<file path="src/rtl/text_pixel_renderer_pkg.sv">
// rtl/text_pixel_renderer_pkg.sv - shared widths, colour constants and helpers for the text renderer
package text_pixel_renderer_pkg;

  localparam int RGB_W   = 12;
  localparam int COORD_W = 10;
  localparam int ROW_W   = 4;
  localparam int COL_W   = 6;

  typedef logic [RGB_W-1:0]   rgb_t;
  typedef logic [COORD_W-1:0] coord_t;

  localparam rgb_t COLOR_BLACK      = 12'h000;
  localparam rgb_t COLOR_WHITE      = 12'hFFF;
  localparam rgb_t BG_COLOR_DEFAULT = 12'h00F;

  // Inverse video is a plain bitwise complement of the texel colour.
  function automatic rgb_t invert_rgb(input rgb_t c);
    return c ^ COLOR_WHITE;
  endfunction

endpackage

</file>
<file path="src/rtl/text_blink_timer.sv">
// rtl/text_blink_timer.sv - counts frame ticks and toggles the cursor blink phase
module text_blink_timer #(
  parameter int BLINK_FRAMES = 30
) (
  input  logic clk,
  input  logic reset,
  input  logic frame_tick,
  output logic phase
);

  localparam int CNT_W = (BLINK_FRAMES > 1) ? $clog2(BLINK_FRAMES) : 1;
  localparam logic [CNT_W-1:0] LAST = CNT_W'(BLINK_FRAMES - 1);

  logic [CNT_W-1:0] count;

  // Frame counter wraps at the half-period boundary and flips the phase; reset beats a coincident tick.
  always_ff @(posedge clk) begin
    if (reset) begin
      count <= '0;
      phase <= 1'b0;
    end else if (frame_tick) begin
      if (count == LAST) begin
        count <= '0;
        phase <= ~phase;
      end else begin
        count <= count + 1'b1;
      end
    end
  end

endmodule

</file>
<file path="src/rtl/text_pixel_renderer.sv">
// rtl/text_pixel_renderer.sv - five-stage pixel pipe: coordinates -> text buffer -> glyph ROM -> RGB
module text_pixel_renderer
  import text_pixel_renderer_pkg::*;
#(
  parameter int   GLYPH_W_LOG2 = 4,
  parameter int   GLYPH_H_LOG2 = 5,
  parameter int   SCALE_LOG2   = 1,
  parameter int   COLS         = 20,
  parameter int   ROWS         = 7,
  parameter int   CODE_W       = 8,
  parameter rgb_t BG_COLOR     = BG_COLOR_DEFAULT,
  parameter int   BLINK_FRAMES = 30
) (
  input  logic                                   clk,
  input  logic                                   reset,
  input  logic                                   pix_valid,
  input  logic [COORD_W-1:0]                     x,
  input  logic [COORD_W-1:0]                     y,
  input  logic                                   frame_tick,
  input  logic                                   cursor_en,
  input  logic [ROW_W-1:0]                       cursor_row,
  input  logic [COL_W-1:0]                       cursor_col,
  output logic [ROW_W-1:0]                       char_row,
  output logic [COL_W-1:0]                       char_col,
  input  logic [CODE_W-1:0]                      char_code,
  output logic [CODE_W+GLYPH_W_LOG2+GLYPH_H_LOG2-1:0] glyph_addr,
  input  logic [RGB_W-1:0]                       glyph_pixel,
  output logic [RGB_W-1:0]                       rgb,
  output logic                                   rgb_valid
);

  // Texel and cell coordinates kept at full width so off-grid pixels never alias into real cells.
  coord_t tx, ty, cell_col, cell_row;
  logic   in_win_c, is_cur_c;

  always_comb begin
    tx       = x >> SCALE_LOG2;
    ty       = y >> SCALE_LOG2;
    cell_col = tx >> GLYPH_W_LOG2;
    cell_row = ty >> GLYPH_H_LOG2;
    in_win_c = (cell_col < COORD_W'(COLS)) && (cell_row < COORD_W'(ROWS));
    is_cur_c = cursor_en && (cell_row == COORD_W'(cursor_row))
                         && (cell_col == COORD_W'(cursor_col));
  end

  logic [GLYPH_W_LOG2-1:0] lx1, lx2;
  logic [GLYPH_H_LOG2-1:0] ly1, ly2;
  logic [CODE_W-1:0]       code2;
  rgb_t                    pix4;
  logic                    v1, v2, v3, v4;
  logic                    win1, win2, win3, win4;
  logic                    cur1, cur2, cur3, cur4;
  logic                    blink_phase;

  text_blink_timer #(
    .BLINK_FRAMES(BLINK_FRAMES)
  ) u_blink (
    .clk       (clk),
    .reset     (reset),
    .frame_tick(frame_tick),
    .phase     (blink_phase)
  );

  // S1: issue the text buffer read and latch the in-cell texel offsets and flags.
  always_ff @(posedge clk) begin
    if (reset) begin
      char_row <= '0;
      char_col <= '0;
      lx1      <= '0;
      ly1      <= '0;
      v1       <= 1'b0;
      win1     <= 1'b0;
      cur1     <= 1'b0;
    end else begin
      char_row <= cell_row[ROW_W-1:0];
      char_col <= cell_col[COL_W-1:0];
      lx1      <= tx[GLYPH_W_LOG2-1:0];
      ly1      <= ty[GLYPH_H_LOG2-1:0];
      v1       <= pix_valid;
      win1     <= in_win_c;
      cur1     <= is_cur_c;
    end
  end

  // S2: capture the character code alongside the delayed offsets and flags.
  always_ff @(posedge clk) begin
    if (reset) begin
      code2 <= '0;
      lx2   <= '0;
      ly2   <= '0;
      v2    <= 1'b0;
      win2  <= 1'b0;
      cur2  <= 1'b0;
    end else begin
      code2 <= char_code;
      lx2   <= lx1;
      ly2   <= ly1;
      v2    <= v1;
      win2  <= win1;
      cur2  <= cur1;
    end
  end

  // S3: glyph ROM address is a pure concatenation since glyph dimensions are powers of two.
  always_ff @(posedge clk) begin
    if (reset) begin
      glyph_addr <= '0;
      v3         <= 1'b0;
      win3       <= 1'b0;
      cur3       <= 1'b0;
    end else begin
      glyph_addr <= {code2, ly2, lx2};
      v3         <= v2;
      win3       <= win2;
      cur3       <= cur2;
    end
  end

  // S4: capture the texel colour returned by the glyph ROM.
  always_ff @(posedge clk) begin
    if (reset) begin
      pix4 <= COLOR_BLACK;
      v4   <= 1'b0;
      win4 <= 1'b0;
      cur4 <= 1'b0;
    end else begin
      pix4 <= glyph_pixel;
      v4   <= v3;
      win4 <= win3;
      cur4 <= cur3;
    end
  end

  // S5: blanking, window background and blinking inverse-video cursor.
  always_ff @(posedge clk) begin
    if (reset) begin
      rgb       <= COLOR_BLACK;
      rgb_valid <= 1'b0;
    end else begin
      rgb_valid <= v4;
      if (!v4) begin
        rgb <= COLOR_BLACK;
      end else if (!win4) begin
        rgb <= BG_COLOR;
      end else if (cur4 && !blink_phase) begin
        rgb <= invert_rgb(pix4);
      end else begin
        rgb <= pix4;
      end
    end
  end

endmodule

</file>
<file path="config.mk">
export PLATFORM = sky130hd
export DESIGN_NAME = text_pixel_renderer
export DESIGN_NICKNAME = d
export VERILOG_FILES = /design/src/rtl/text_pixel_renderer_pkg.sv /design/src/rtl/text_blink_timer.sv /design/src/rtl/text_pixel_renderer.sv
export SDC_FILE = /design/constraint.sdc
export NUM_CORES = 1
export LEC_CHECK = 0
export CAP_MARGIN = 20
export CORE_ASPECT_RATIO = 1.25
export CORE_MARGIN = 2
export CORE_UTILIZATION = 47
export CTS_BUF_LIST = sky130_fd_sc_hd__clkbuf_4
export CTS_CLUSTER_DIAMETER = 200
export DETAILED_ROUTE_END_ITERATION = 6
export PLACE_DENSITY = 0.82
export SYNTH_ARGS = -nofsm -noshare
export SYNTH_HDL_FRONTEND = slang
export SYNTH_HIERARCHICAL = 1
export SYNTH_SLANG_ARGS = --single-unit
</file>
<file path="constraint.sdc">
create_clock -name clk -period 1.3 [get_ports clk]
set_input_delay 0.39 -clock clk [delete_from_list [all_inputs] [get_ports clk]]
set_output_delay 0.39 -clock clk [all_outputs]
set_load 0.03 [all_outputs]
</file>
# After elaboration in Yosys (flattened, before gate mapping)
# Index checks and enable logic that the tools add are counted.
# classes
n_mux	3
reduce_logical	8
add_sub_neg	1
n_bitwise	4
order_cmp	2
eq_ne	3
# op_table
operator	n
12-bit two-way mux	1
12-bit inverter	1
5-bit by 6-bit == test with 1-bit output	1
5-bit by 1-bit adder with 5-bit output, second input constant	1
5-bit == test, second input constant	1
5-bit < comparator, second input constant	1
5-bit two-way mux	1
4-bit == test	1
1-bit logical AND	4
4-bit by 3-bit < comparator with 1-bit output, second input constant	1
4-bit two-way mux	1
1-bit inverter	3
3-bit OR reduction	1
2-bit AND reduction	1
2-bit OR reduction	1
1-bit zero test	1
# word_totals
word_cells	48
reg_bits	96
output_inout_bits	40
inputBits	55

# Depth between registers and ports, before layout
# depth
depth_word	4
mapped_depth	4
depth_no_buf	4

# Hierarchy
# Netlist, hierarchy kept.
# modules_own_cells
module	cells_each	seq_area_each_um2	area_each_um2	instances
text_pixel_renderer	219	1781.7	2626.3	1
text_blink_timer	28	120.1	267.8	1

# Worst setup path after synthesis
# No wires, ideal clock.
# synth_timing
path_kind	flip-flop to flip-flop
from	register u_blink.count[1]
to	register u_blink.count[1]
stages_incl_launch_ff	5
setup_slack_ns	0.215
period_less_slack_ns	1.085
required_time_ns	1.214
path_buffers	0
setup_time_ns	0.086
arrival_time_ns	1.000
path_cell_list	dfxtp_1 -> inv_1 -> ha_1 -> a31o_2 -> a211oi_1
# synth_between
elab_chain_len	2
word_cells_on_any_way	3
cone_classes	add/sub: 1; eq/ne: 1; mux: 1
# synth_rtl
element	line_no	text
from (decl)	text_blink_timer.sv:14	logic [CNT_W-1:0] count;
from (signal assigned)	text_blink_timer.sv:26	count <= count + 1'b1;
5-bit by 1-bit adder with 5-bit output or 5-bit == test (tied branches)	text_blink_timer.sv:26, text_blink_timer.sv:22	
5-bit two-way mux *	text_blink_timer.sv:22	if (count == LAST) begin
# Mark *: on every way between the ends. The rest lies on a longest branch, timed or not.
# A chain may end at the register's enable or synchronous reset.

# Worst setup path after layout
# layout_timing
from	register glyph_addr[7]
to	output port glyph_addr[7]
# layout_lines
element	line_no	text
from (decl)	text_pixel_renderer.sv:26	output logic [CODE_W+GLYPH_W_LOG2+GLYPH_H_LOG2-1:0] glyph_addr,
from (signal assigned)	text_pixel_renderer.sv:112	glyph_addr <= {code2, ly2, lx2};
# No word-level cell between the ends.

==> run summary <==
The flow ran to the end, and the final reports show no timing, DRC or antenna violations. The final estimated routing congestion in global placement came out at 0.710. Of all nets on the critical path, the largest fanout is 1. The area growth from synthesis to layout is 44.9%. The repair_antennas step left the layout with diodes totalling 0. In this design, the largest share of critical-path delay is due to flip-flops.

The first-pass iteration count of the detailed router is 4. 95 I/O pins were placed. The critical path arrival came out at 0.90 ns.

In this run the power density over the cells is 1250 nW/µm². The smallest setup slack after layout is 0.00672 ns. By area the synthesized netlist is led by sky130_fd_sc_hd__dfxtp_1 66%, sky130_fd_sc_hd__nor2b_1 16%, sky130_fd_sc_hd__xnor2_1 3.9%, sky130_fd_sc_hd__xor2_1 3.6%, sky130_fd_sc_hd__nor2_1 1.9%. The number of instances in the synthesized netlist is 247. The routed layout has 1881 vias. STA classifies the critical path startpoint as a register. The final period demand of the worst path came out at 1.29 ns. Traced cell by cell, the critical path runs through buf_6. Synthesis inferred 95 register bits. The routed wire length came out at 4750 µm. Counting flops with an async set or reset pin after synthesis yields a share of 0%. The worst-case IR drop observed on VDD is 736 µV. The die area came out at 6800 µm².

For this design, the slowest cell found on the critical path is sky130_fd_sc_hd__dfxtp_2. The dominant register cell in the synthesized netlist is sky130_fd_sc_hd__dfxtp_1. The count of nets left with antenna violations once routing finished came out at 0. The largest single stage delay on the critical path is 0.36 ns. The maximum number of pins on one net before global-route repair is 43.

The core area came out at 5860 µm². Cells with a size suffix above 1 make up 30.8% of the layout. Across the run, the number of max-cap violations was 0. Once the clock tree was built, the setup fixing pass inserted 0 buffers. The pre-CTS setup slack came out at -0.249 ns.

The endpoint required time on the critical path came out at 0.91 ns. The horizontal die dimension is 74.2 µm. In the final layout, the multi-input gates occupy 921 µm². The clock tree from TritonCTS is done. The remaining design rule violation count is 0.

STA classifies the critical path endpoint as an output pin. sky130_fd_sc_hd__dfxtp_1 is the most common cell in the netlist. At the end of the flow the core is filled with cells to 71.6%. The routed length per instance is 10.9 µm. The number of buffers and inverters on the critical path is 1. After the first detailed-routing iteration, the DRC count stood at 29. For this design, the CTS-stage hold fixing added 0 buffers. Setup violations remaining at the end of the flow were counted as 0. The final clock skew is 0.0140 ns. The count of cells resized by post-cts repair is 74. In the synthesized netlist, the cells that appear most often are 95 x sky130_fd_sc_hd__dfxtp_1, 75 x sky130_fd_sc_hd__nor2b_1, 15 x sky130_fd_sc_hd__nor2_1. The number of antenna violations at the first check in global routing came to 0.

The placed instance area came out at 3840 µm². The via density per instance is 4.31. The mean area per synthesized cell is 11.7 µm². The sequential share of the synthesized area is 65.7%. The die extent in y is 91.7 µm. The area used by sequential logic in the layout came out at 1950 µm².

The via count of the first global-routing pass is 1857. The leftover overflow at the end of global routing came out at 0. The HPWL after detailed placement is 3330 µm.

The buffer depth of the longest clock path is 2. The path type of the worst setup path is reg2out. The area of all placed cells without fillers is 4190 µm².

The clock transition at the registers of the reported paths came out at 0.14 ns. The max-slew violation count came out at 0. The number of hold violations in the final report is 0. The share of synthesized area in the top cell type comes to 65.7%. The biggest area contributor in the post-synthesis netlist is sky130_fd_sc_hd__dfxtp_1.

The layout has 409 filler cells. The clock latency at the later pin of the worst-skew pair is 0.42 ns. The overall track demand over capacity in global routing is 15.6%. The total of buffers placed on input and output ports is 91. In this run the cell area of the synthesized design comes to 2890 µm². The number of warning messages in the yosys log came out at 6.

The maximum achievable frequency came out at 773 MHz. The depth of the CTS H-tree came out at 3. In this run the static leakage power is 1.71 nW. The final critical path takes up 99.5% of the cycle. Hold is met by 0.348 ns. The number of library cell types mapped by synthesis is 27.

The post-synth net total is 304. The worst hold path belongs to the class in2reg. The starting utilization of the core area came out at 49.4%.

The cell sitting at the root of the clock tree is a sky130_fd_sc_hd__clkbuf_4. The number of enable-type register cells in the synthesized netlist is 0. The net count of the finished layout is 406. The cell row count is 31.

Clock tree synthesis found a total of 95 sinks. Setup repair after global routing could not meet its margin everywhere. The sum of negative setup slack came out at 0 ns. Counting the buffers created by CTS gives 9.

The first global-routing pass estimated 8030 µm of wire.
==> final timing paths <==
kind | slack, ns | end | from | cells past startpoint
worst max-delay path | 0.007 | glyph_addr[7] | glyph_addr[7] | 1
worst min-delay path | 0.35 | rgb[3] | reset | 3
worst max register to register | 0.13 | u_blink/count[1] | u_blink/count[1] | 4
worst min register to register | 0.43 | glyph_addr[3] | lx2[3] | 1
==> logic make-up after synthesis <==
group	after synthesis	share of synthesized area [%]
simple gates	103	21.2
flops	95	65.7
xor+xnor	25	7.57
buf+inv	12	2.46
compound gates	8	1.64
fa+ha+maj	2	0.865
other cells	1	0.130
mux	1	0.389
==> stage by stage <==
stage               std cells  total power, W
floorplan                 247         0.00334
global placement          420         0.00360
detailed placement        420         0.00362
CTS                       436         0.00529
global route              436         0.00548
finish                    436         0.00524
==> placed cells by master, fill, tap and decap left out, types with 2 or more instances in the layout <==
cell type and instances:
sky130_fd_sc_hd__nor2_1 15, sky130_fd_sc_hd__nand4_1 2, sky130_fd_sc_hd__nand2_1 3, sky130_fd_sc_hd__dfxtp_2 40
sky130_fd_sc_hd__nor2b_1 75, sky130_fd_sc_hd__a21oi_1 4, sky130_fd_sc_hd__nor4_1 2, sky130_fd_sc_hd__xnor2_1 13
sky130_fd_sc_hd__buf_12 2, sky130_fd_sc_hd__clkinv_2 3, sky130_fd_sc_hd__xor2_1 12, sky130_fd_sc_hd__ha_1 2
sky130_fd_sc_hd__bufinv_16 2, sky130_fd_sc_hd__buf_4 8, sky130_fd_sc_hd__buf_6 39, sky130_fd_sc_hd__inv_1 2
sky130_fd_sc_hd__clkdlybuf4s50_1 51, sky130_fd_sc_hd__dfxtp_1 55, sky130_fd_sc_hd__clkbuf_4 9
==> flip-flops by register name, indices dropped and copies added, names as in the netlist, 4 cells and up <==
| name | flops |
|---|---|
| char_col | 5 |
| char_row | 4 |
| code2 | 8 |
| glyph_addr | 17 |
| lx1 | 4 |
| lx2 | 4 |
| ly1 | 5 |
| ly2 | 5 |
| pix4 | 12 |
| rgb | 12 |
| u_blink/count | 5 |
==> metal layers <==
metal / track usage, % / part of all wire (%)
met1: 17.4 / 40
met5: 0 / 0
met3: 5.60 / 8.1
met2: 24.3 / 49
met4: 10.8 / 3.2
==> report_power, final <==
group          internal (W)  total [W]  leakage, nW  switching, W
registers           0.00302    0.00307        0.797     0.0000414
logic              0.000311   0.000515        0.830      0.000204
clock network      0.000769    0.00166       0.0871      0.000889
==> final cells by class <==
type,count,share of cell area (%)
flip-flops and latches,95,46.6
repair buffers,101,25.2
multi-input cells,140,22.0
well taps,82,2.45
clock inverters,7,2.09
clock buffers,9,1.61
inverters,2,0.179
No activity file was read; power rests on OpenSTA's default activity.
==> edit, RTL diff (config.mk and constraints unchanged) <==
Take the reset off `glyph_addr` and load it in a clocked block of its own.
--- a/src/rtl/text_pixel_renderer.sv
+++ b/src/rtl/text_pixel_renderer.sv
@@ -106,3 +106,2 @@
     if (reset) begin
-      glyph_addr <= '0;
       v3         <= 1'b0;
@@ -111,3 +110,2 @@
     end else begin
-      glyph_addr <= {code2, ly2, lx2};
       v3         <= v2;
@@ -116,2 +114,6 @@
     end
+  end
+
+  always_ff @(posedge clk) begin
+    glyph_addr <= {code2, ly2, lx2};
   end
Formal check against the unedited RTL: differs if reset is asserted again (counterexample within 4 cycles, from zero or initial values and one cycle with reset high); with reset held inactive, the same outputs for 10 cycles.
==> edit against the unedited design <==
- combinational power up 1%
- total power up 1.4%
- sequential share of layout area up 1.3 points
- routed wire length down 5.4%
- synthesized area down 4.1%
- critical endpoint is now glyph_addr[3]
- highest routed layer unchanged
- final area down 2.6%
- largest cell class unchanged
- worst setup slack better by 9.5 ps
- sequential cell count unchanged
- maximum frequency up 0.74%
==> edit: results (changes against the unedited design) <==
stage,metric,value,unit,change
clocking,clock network latency to the later pin of the worst-skew pair,410,ps,
clocking,Setup Buffers After CTS,0,,unchanged
clocking,clock transition at the registers of the reported paths,140,ps,about the same
route,initial DRC count,36,,+24%
placed_design,HPWL Detailed,3.30,mm,-1.0%
power_and_ir_drop,Leak,1.68,nW,-1.8%
placed_design,Cells after DPL,390,,-7.1%
synthesis,synth warn,6,,unchanged
synthesis,synth unique cells,28,,+3.7%
setup_path,reg-to-reg startpoint,u_blink/count[1]$_SDFFE_PP0P_,,
hold_path,Worst Hold Path Cells,2,,-1
setup_path,family with the most delay on the worst path,flip-flops,,
clocking,clk buf depth,2,,unchanged
setup_path,Reg2Reg Setup Slack,160,ps,+30 ps
clocking,H-tree Lvls,3,,unchanged
route,average wire per standard cell,11.1,um,+1.6%
final_layout,ratio of cells with drive above 1 in the final layout,0.329,,+0.0215
route,wire length on met1,1.65,mm,-13%
setup_path,Worst Reg-to-Reg Cells,4,,unchanged
power_and_ir_drop,worst vdd ir,0.571,mV,-22%
setup_path,CP max stage cell,dfxtp_2,,
outcome,status,finished clean,,
global_route,first-pass GRT wire length,7.60,mm,-5.3%
synthesis,Area contributors post-synth,"dfxtp_1 (68%), nor2b_1 (13%), xnor2_1 (4.1%)",,
placed_design,DP Area,0.00372,mm2,-3.0%
route,Pre-Repair DR Iteration Count,3,,-1
synthesis,"Seq/Total Area, Yosys",0.685,,+0.0278
route,top sig layer,met4,,
global_route,Tot GR Track Use,0.153,,-0.00339
placed_design,Port Buffers,91,,unchanged
route,met2 WL,2.41,mm,+3.6%
global_route,vias in the first global route,1828,,-1.6%
route,Via density,4.39,,+1.9%
setup_path,Worst EP arrival,890,ps,
final_layout,"non-filler cells, final",406,,-6.9%
placed_design,Place WS,-253,ps,-3.49 ps
global_route,antenna violations before repair,0,,unchanged
setup_path,"Largest stage delay, worst path",360,ps,about the same
placed_design,global placement routability congestion,0.732,,+3.1%
hold_path,Worst Min Path Start,reset,,
synthesis,Syn Nets,285,,-6.3%
route,Met3 Wirelength,309,um,-19%
final_layout,fillers,408,,-0.24%
synthesis,"top cells by count, synth","dfxtp_1 (95), nor2b_1 (58), nor2_1 (15)",,
hold_path,hold path endpoint,pix4[2]$_SDFF_PP0_,,
hold_path,Worst Hold Class,input pin to register,,
clocking,CTS Buf Count,9,,unchanged
global_route,pin count of the biggest net entering global routing,34,,-21%
timing,Layout Skew,10.7,ps,-3.26 ps
clocking,CTS root buf,clkbuf_4,,
final_layout,Regs by FF count,"glyph_addr: 17 flops, pix4: 12 flops, rgb: 12 flops",,
synthesis,Syn Inst Count,228,,-7.7%
==> edit: changes by cell type after synthesis <==
cell | unedited run | this run
nor2b_1 | 75 | 58
buf_2 | 5 | 1
clkbuf_1 | 3 | 4
clkbuf_2 | 0 | 1
==> edit: where the power goes <==
part | internal [mW] | switching (mW) | leakage, nW
combinational | 0.314 | 0.207 | 0.803
sequential | 3.03 | 0.0445 | 0.797
clock | 0.785 | 0.927 | 0.0844
total | 4.13 | 1.18 | 1.68
==> edit: logic make-up after synthesis <==
group / Yosys count / synth area share
compound gates: 8 / 0.0171
fa+ha+maj: 2 / 0.00901
flops: 95 / 0.685
simple gates: 86 / 0.183
buf+inv: 10 / 0.0216
xor+xnor: 25 / 0.0789
other cells: 1 / 0.00135
mux: 1 / 0.00406
==> edit: worst max path at each step <==
| stage | startpoint | to | slack, ps | cells after the start |
|---|---|---|---|---|
| after global routing | glyph_addr[3]$_DFF_P_ | glyph_addr[3] | -40 | 1 |
| after floorplan | u_blink/count[1]$_SDFFE_PP0P_ | u_blink/count[1]$_SDFFE_PP0P_ | 210 | 4 |
| after global placement | cursor_col[1] | cur1$_SDFF_PP0_ | -270 | 4 |
| final | glyph_addr[3]$_DFF_P_ | glyph_addr[3] | 20 | 1 |
| after CTS | glyph_addr[11]$_DFF_P_ | glyph_addr[11] | -5 | 1 |
| after detailed placement | cursor_col[1] | cur1$_SDFF_PP0_ | -250 | 4 |
==> edit: timing repair <==
| action | CTS | global route |
|---|---|---|
| endpoints found under the setup margin | 31 | 40 |
| endpoints found under the hold margin | 0 | 0 |
| resized for setup | 55 | 24 |
==> edit: per-layer routing <==
layer | GRT usage | vias to the layer above
met5 | 0 | -
met4 | 0.0864 | 0
met3 | 0.0549 | 13
met2 | 0.263 | 67
met1 | 0.156 | 783
li1 | - | 921
==> edit: cell type report <==
cell class / instances / area (um2) / area share
clock inverter: 7 / 93.8 / 0.0230
timing repair buffer: 104 / 1060 / 0.261
multi-input combinational: 123 / 815 / 0.200
inverter: 2 / 7.51 / 0.00184
clock buffer: 9 / 67.6 / 0.0165
tap: 66 / 82.6 / 0.0202
sequential: 95 / 1950 / 0.478
==> edit: metrics by stage <==
stage / TNS, ps / hold WS (ps) / total power, mW
3_3_place_gp: -1210 / 310 / 3.62
2_1_floorplan: 0 / 310 / 3.34
5_1_grt: -714 / 268 / 5.53
3_5_place_dp: -1300 / 312 / 3.63
6_report: 0 / 269 / 5.31
4_1_cts: -8.70 / 262 / 5.35
